[src/rtl/uart_loader_ctrl.sv]
// uart_loader_ctrl
//   Sequences a program download arriving over the UART receive byte stream.
//   Packet: HDR_BYTE, addr[15:8], addr[7:0], len[15:8], len[7:0],
//           len x {data[15:8], data[7:0]}, checksum (8-bit sum of all bytes
//           after the header, excluding the checksum byte itself).
//   Each word becomes one memory write through a req/ack handshake with an
//   auto-incrementing (wrapping) word address. The CPU is held in reset while
//   a packet is in progress; a one-byte status goes back to the PC at the end:
//   8'hA5 OK, 8'hE1 checksum mismatch, 8'hE2 overrun, 8'hE3 timeout.
//
//   Optional build macro LOADER_TIMEOUT_EN: aborts a stalled packet after
//   TIMEOUT_CYC idle clock cycles between bytes.
//
// Ports:
//   clk_i, rst_i            clock, asynchronous active-high reset
//   rx_byte_i, rx_valid_i   received byte and its one-cycle valid pulse
//   mem_req_o, mem_addr_o,
//   mem_wdata_o, mem_ack_i  memory write handshake (req held until ack)
//   tx_byte_o, tx_start_o,
//   tx_busy_i               status byte to the UART transmitter
//   cpu_rst_o               CPU hold-in-reset
//   busy_o                  packet in progress (state other than idle)
module uart_loader_ctrl #(
    parameter int unsigned ADDR_W      = 16,
    parameter logic [7:0]  HDR_BYTE    = 8'h80,
    parameter int unsigned TIMEOUT_CYC = 1000000
) (
    input  logic              clk_i,
    input  logic              rst_i,
    input  logic [7:0]        rx_byte_i,
    input  logic              rx_valid_i,
    output logic              mem_req_o,
    output logic [ADDR_W-1:0] mem_addr_o,
    output logic [15:0]       mem_wdata_o,
    input  logic              mem_ack_i,
    output logic [7:0]        tx_byte_o,
    output logic              tx_start_o,
    input  logic              tx_busy_i,
    output logic              cpu_rst_o,
    output logic              busy_o
);

    typedef enum logic [3:0] {
        StIdle, StAddrH, StAddrL, StLenH, StLenL, StDataH, StDataL, StCsum, StResp
    } state_t;

    state_t            state_q;
    logic [7:0]        hi_q;        // high byte of the field being assembled
    logic [7:0]        csum_q;
    logic [15:0]       len_q;       // words still to receive
    logic [ADDR_W-1:0] addr_q;      // address of the next word
    logic              ovr_q;
    logic              cerr_q;
    logic              csum_seen_q; // checksum byte consumed; waiting for last ack
`ifdef LOADER_TIMEOUT_EN
    logic [31:0]       tmo_cnt_q;
    logic              tmo_q;
`endif

    logic [15:0] rx_word;
    logic [7:0]  status;

    assign rx_word = {hi_q, rx_byte_i};
    assign busy_o  = (state_q != StIdle);

    always_comb begin
        status = 8'hA5;
        if (cerr_q) status = 8'hE1;
        if (ovr_q)  status = 8'hE2;
`ifdef LOADER_TIMEOUT_EN
        if (tmo_q)  status = 8'hE3;
`endif
    end

    always_ff @(posedge clk_i or posedge rst_i) begin
        if (rst_i) begin
            state_q     <= StIdle;
            hi_q        <= 8'h00;
            csum_q      <= 8'h00;
            len_q       <= 16'h0000;
            addr_q      <= '0;
            ovr_q       <= 1'b0;
            cerr_q      <= 1'b0;
            csum_seen_q <= 1'b0;
            mem_req_o   <= 1'b0;
            mem_addr_o  <= '0;
            mem_wdata_o <= 16'h0000;
            tx_byte_o   <= 8'h00;
            tx_start_o  <= 1'b0;
            cpu_rst_o   <= 1'b0;
`ifdef LOADER_TIMEOUT_EN
            tmo_cnt_q   <= 32'd0;
            tmo_q       <= 1'b0;
`endif
        end else begin
            tx_start_o <= 1'b0;
            if (mem_req_o && mem_ack_i) mem_req_o <= 1'b0;

            // Running sum covers every byte between header and checksum.
            if (rx_valid_i && state_q != StIdle && state_q != StCsum && state_q != StResp) begin
                csum_q <= csum_q + rx_byte_i;
            end

            unique case (state_q)
                StIdle: begin
                    if (rx_valid_i && rx_byte_i == HDR_BYTE) begin
                        state_q     <= StAddrH;
                        csum_q      <= 8'h00;
                        ovr_q       <= 1'b0;
                        cerr_q      <= 1'b0;
                        csum_seen_q <= 1'b0;
                        cpu_rst_o   <= 1'b1;
`ifdef LOADER_TIMEOUT_EN
                        tmo_q       <= 1'b0;
`endif
                    end
                end
                StAddrH: if (rx_valid_i) begin
                    hi_q    <= rx_byte_i;
                    state_q <= StAddrL;
                end
                StAddrL: if (rx_valid_i) begin
                    addr_q  <= ADDR_W'(rx_word);
                    state_q <= StLenH;
                end
                StLenH: if (rx_valid_i) begin
                    hi_q    <= rx_byte_i;
                    state_q <= StLenL;
                end
                StLenL: if (rx_valid_i) begin
                    len_q   <= rx_word;
                    state_q <= (rx_word == 16'h0000) ? StCsum : StDataH;
                end
                StDataH: if (rx_valid_i) begin
                    hi_q    <= rx_byte_i;
                    state_q <= StDataL;
                end
                StDataL: if (rx_valid_i) begin
                    // A write slot is free if idle or being acked right now.
                    if (!mem_req_o || mem_ack_i) begin
                        mem_req_o   <= 1'b1;
                        mem_addr_o  <= addr_q;
                        mem_wdata_o <= rx_word;
                    end else begin
                        ovr_q <= 1'b1;
                    end
                    addr_q  <= addr_q + 1'b1;
                    len_q   <= len_q - 16'd1;
                    state_q <= (len_q == 16'd1) ? StCsum : StDataH;
                end
                StCsum: begin
                    if (!csum_seen_q && rx_valid_i) begin
                        csum_seen_q <= 1'b1;
                        if (rx_byte_i != csum_q) cerr_q <= 1'b1;
                        if (!mem_req_o) state_q <= StResp;
                    end else if (csum_seen_q && !mem_req_o) begin
                        state_q <= StResp;
                    end
                end
                StResp: begin
                    // Pulse first, release the CPU on the following cycle.
                    if (tx_start_o) begin
                        cpu_rst_o <= 1'b0;
                        state_q   <= StIdle;
                    end else if (!tx_busy_i) begin
                        tx_start_o <= 1'b1;
                        tx_byte_o  <= status;
                    end
                end
                default: state_q <= StIdle;
            endcase

`ifdef LOADER_TIMEOUT_EN
            if (rx_valid_i) begin
                tmo_cnt_q <= 32'd0;
            end else if (state_q != StIdle && state_q != StResp && !tmo_q) begin
                if (tmo_cnt_q == 32'(TIMEOUT_CYC - 1)) begin
                    // Reuse the checksum wait to let a pending write finish.
                    tmo_q       <= 1'b1;
                    csum_seen_q <= 1'b1;
                    state_q     <= StCsum;
                    tmo_cnt_q   <= 32'd0;
                end else begin
                    tmo_cnt_q <= tmo_cnt_q + 32'd1;
                end
            end
`endif
        end
    end

endmodule

[config.mk]
export PLATFORM = sky130hd
export DESIGN_NAME = uart_loader_ctrl
export DESIGN_NICKNAME = d
export VERILOG_FILES = /design/src/rtl/uart_loader_ctrl.sv
export SDC_FILE = /design/constraint.sdc
export NUM_CORES = 1
export LEC_CHECK = 0
export ABC_AREA = 1
export BUFFER_PORTS_ARGS = -buffer_cell sky130_fd_sc_hd__buf_4
export CELL_PAD_IN_SITES_DETAIL_PLACEMENT = 0
export CELL_PAD_IN_SITES_GLOBAL_PLACEMENT = 1
export CORE_ASPECT_RATIO = 0.6
export CORE_MARGIN = 2
export CORE_UTILIZATION = 30
export DETAILED_ROUTE_END_ITERATION = 8
export PLACE_DENSITY_LB_ADDON = 0.12
export SLEW_MARGIN = 30
export SYNTH_ARGS = -nofsm -noshare
export SYNTH_HDL_FRONTEND = slang
export SYNTH_SLANG_ARGS = --single-unit
[constraint.sdc]
create_clock -name clk_i -period 3.7 [get_ports clk_i]
set_input_delay 0.185 -clock clk_i [delete_from_list [all_inputs] [get_ports clk_i]]
set_output_delay 0.185 -clock clk_i [all_outputs]
set_load 0.01 [all_outputs]
# == After elaboration in Yosys (flattened, before gate mapping) ==
# Cells that the tools add are included.
# totals
register_bits,98
in_bits,13
out_inout_bits,44
word_cells,117
# op_classes
addsub,3
eq_ne,26
muxes,43
bitwise_logic,2
n_reduce_logical,29
# op_table
op,count
$pmux W16 S2,2
$mux W16,3
$mux W4,11
$pmux W4 S9,1
$mux W8,4
$ne A2 B2 Y1 const B,11
$reduce_and A3 Y1,6
$add A16 B1 Y16 const B,1
$eq A16 B1 Y1 const B,1
$eq A4 B3 Y1 const B,4
$logic_not A16 Y1,1
$sub A16 B1 Y16 const B,1
$mux W1,15
$reduce_and A10 Y1,1
$reduce_bool A2 Y1,5
$add A8 B8 Y8,1
$eq A4 B2 Y1 const B,2
$eq A8 B8 Y1 const B,1
$ne A8 B8 Y1,1
$pmux W1 S2,4
$reduce_and A4 Y1,2
$logic_and A1 B1 Y1,7
$mux W7,1
$ne A3 B3 Y1 const B,2
other kinds (12),15

# == Longest topological paths before layout ==
# depth
depth_word,7
ltp_mapped,11
mapped_depth_nobuf,10

# == Worst setup path after synthesis ==
# No wires, ideal clock.
# synth_timing
path_type,flip-flop to flip-flop
from,register csum_q[0]
to,register csum_q[4]
setup_ps,77
t_arrival_ps,1390
t_required_ps,3623
slack_ps,2233
stages_incl_launch_ff,7
path_buffers,0
synth_period_minus_slack_ps,1467
path_cell_list,dfrtp_1 -> ha_1 -> fa_1 -> nand3_1 -> nand3_1 -> xor2_1 -> a21oi_1
# synth_via
elab_chain_len,4
# synth_rtl
item,line,rtl
from (decl),49,logic [7:0] csum_q;
from (signal assigned),101,csum_q <= csum_q + rx_byte_i;
$add A8 B8 Y8 *,101,
$mux W8 *,100,if (rx_valid_i && state_q != StIdle && state_q != StCsum && state_q != StResp) begin
$mux W8,106,if (rx_valid_i && rx_byte_i == HDR_BYTE) begin
$mux W8 *,104,unique case (state_q)
# Every way passes the cells marked *; elsewhere a longest branch is shown, timed or not.
# A chain may end at the register's enable or synchronous reset.

# == Worst setup path in the final report ==
# layout_timing
from,register state_q[0]
to,register mem_addr_o[13]
# layout_via
elab_chain_len,2
# layout_rtl
item,line,rtl
from (decl),47,state_t state_q;
from (signal assigned),77,state_q <= StIdle;
from (signal assigned),107,state_q <= StAddrH;
from (signal assigned),120,state_q <= StAddrL;
$eq A4 B3 Y1,104,
$reduce_and A3 Y1 (no source line),-,
to (signal assigned),142,mem_addr_o <= addr_q;
to (decl),33,"output logic [ADDR_W-1:0] mem_addr_o,"
# No other way between the ends.

==> metrics.txt <==
outcome finished, final reports clean; Synth cell types 34; post-cts resize count 0; CP Max Fanout 61; critical-path cell list inv_2 -> nand2_1 -> inv_2 -> nand2_1 -> buf_4 -> nor2_2 -> nand2_4 -> nand2_1 -> o21ai_1; critical path class reg2reg; Routed Antenna Nets 0; min-delay src tx_busy_i; CTS clock-pin slew for the worst setup and hold paths around 0.080 ns; Post-CTS Setup Bufs 0; clock tree root driver cell clkbuf_16; drt wl/cell roughly 16 µm; RR Startpoint state_q[0]; RSZ-0062 raised after global routing false; CTS tree done; max-slew violation count 0; Final min period 2.01 ns; Tightest Hold Check Type in2reg; CP startpoint state_q[0]; share of post-route cells with drive strength above 1 12.7%; Rows 37; crit path launch type register; worst clock skew approximately 0.009 ns; max_cap viols 0; DR iter-0 viols 337; maximum clock insertion buffer count 2; CP top delay family simple AND/OR/NAND/NOR gates; vias in the first global route ~4300; H-tree depth 3; Initial Util between 30 and 40%; full die area between 15000 and 20000 µm²; detailed-placement wirelength estimate between 10 and 15 mm; Critical Path End Type register; first-pass GRT wire length roughly 25 mm; Leakage between 2 and 3 nW; Die X 173 µm; nets ~770; CP bufs+invs 3; Clk pwr share 18.1%; Worst path slowest cell dfrtp_1; Switching Power approximately 0.0022 W; Max VDD drop roughly 0.00025 V; CTS sink count 95; gpl congestion just over 0.8; worst-margin pin slew between 0.6 and 0.7 ns; synthesized area per cell about 7.4 µm²; DR vias/cell 4.64; period utilisation layout between 50% and 60%; non-filler cells, final approximately 980; power density over the cells 835 nW/µm²; Syn. warnings 0; final setup margin about 1.7 ns; DP Cell Count roughly 970; post-synthesis sequential area ratio 46.1%; initial antenna violation count 0; Seq cells post-synth 95; core area 17000 µm²; io pins 57; setup violators final 0; switch share about 44%; fill cell count 1841; Worst Path Arrival around 2.2 ns; First-pass DRT Iterations 7; grt ovf 0; Hold Fails Final Rpt 0; CP most frequent cell nand2_1; DR vias between 4000 and 5000; GRT Total Usage 17.6%; Clock Latency Late Sink about 0.35 ns; R2R setup slack between 1.5 and 2 ns; Seq pwr share between 30% and 40%; dpl ws between 1 and 1.5 ns; Synth Cell Area between 5000 and 6000 µm²; worst endpoint required time roughly 4 ns; Die H ~110 µm; largest net degree at the start of global routing 62; Combinational Power Share between 40% and 50%; max incr delay on CP 0.45 ns; final WL ~15 mm; area delta synth->final 17.7%; n_diodes 0; clock buffer count from CTS 9; Post-Synthesis Cells roughly 690; port bufs 54; TNS Setup 0 ns; overall power between 0.005 and 0.006 W; DRC 0; FMAX 497 MHz; Hold WS around 0.014 ns; internal power 0.00286 W; headroom to the max-slew limit roughly 58%
==> routing by layer <==
metal  track usage, %  wire [µm]  vias up
li1                 -          -     2321
met1             29.7       9040     2145
met2             21.8       5490       86
met3             3.61        625        7
met4             3.63        127        0
met5                0          0        -
==> kinds of logic (layout without fill, tap and decap cells) <==
family	Yosys count	count (layout)	share of synthesized area, %
and+or+nand+nor	335	335	27.3
adders and majority gates	11	11	2.81
other	1	2	0.0727
xor gates and xnor gates	6	6	1.02
buffers and inverters	112	166	9.09
AOI/OAI and AO/OA	134	134	13.7
DFF	95	95	46.1
==> worst paths after layout <==
kind / to / cells past startpoint
worst max-delay path: mem_addr_o[13] / 9
worst min-delay path: tx_start_o / 2
worst max register to register: mem_addr_o[13] / 9
worst min register to register: mem_addr_o[4] / 2
max in group asynchronous: addr_q[3] / 4
min in group asynchronous: mem_wdata_o[7] / 3
==> synthesized netlist by cell type (all sizes together) <==
library cell  instances  area, µm²
a22oi                 2       15.0
nor3                  8       61.3
nand4                 9       56.3
ha                   10        125
xnor2                 3       26.3
inv                  89        334
buf                  21        128
or2                   1       6.26
clkbuf                2       7.51
xor2                  3       26.3
nand2               182        686
a21oi                30        150
dfrtp                95       2380
conb                  1       3.75
a22o                  1       8.76
nand3                40        200
nand3b                4       30.0
and2                  2       12.5
a31oi                 6       37.5
fa                    1       20.0
nor2                 89        354
o21a                  3       22.5
o211ai                1       7.51
o21ai                89        449
a21o                  2       15.0
==> registers in the layout, summed over array words and instances, names as in the netlist, 4 cells and up <==
name	cells
hi_q	8
len_q	16
csum_q	8
mem_addr_o	16
state_q	4
tx_byte_o	5
mem_wdata_o	16
addr_q	16
==> power by group through the flow <==
stage	Combinational (W)	Clock (W)	Sequential (W)
floorplan	0.00143	0	0.00192
detailed placement	0.00223	0	0.00194
global route	0.00255	0.000993	0.00200
CTS	0.00224	0.000951	0.00193
global placement	0.00222	0	0.00194
finish	0.00223	0.000918	0.00193
==> final cells by class <==
class	count	area [µm²]	area share, %
sequential	95	2380	39.1
multi-input combinational	488	2330	38.3
clock buffer	10	229	3.77
tap	234	293	4.82
timing repair buffer	61	460	7.58
inverter	89	337	5.54
clock inverter	6	51.3	0.844
==> repair_timing <==
item | CTS | global route
endpoints found under the setup margin | 0 | 0
hold buffers | 1 | 0
hold endpoints to repair | 29 | 0
==> per-stage QoR <==
stage | cell area [µm²] | utilization, %
detailed placement | 5780 | 34.0
CTS | 6070 | 35.7
global route | 6070 | 35.8
global placement | 5780 | 34.0
finish | 6070 | 35.8
floorplan | 5160 | -
==> cells in the final DEF, fill, tap and decap left out, drive strengths merged, types with 4 or more instances in the layout <==
master	n
a21oi	30
a31oi	6
buf	60
clkbuf	10
dfrtp	95
ha	10
inv	92
nand2	182
nand3	40
nand3b	4
nand4	9
nor2	89
nor3	8
o21ai	89
Power figures use the tool's default switching activity.
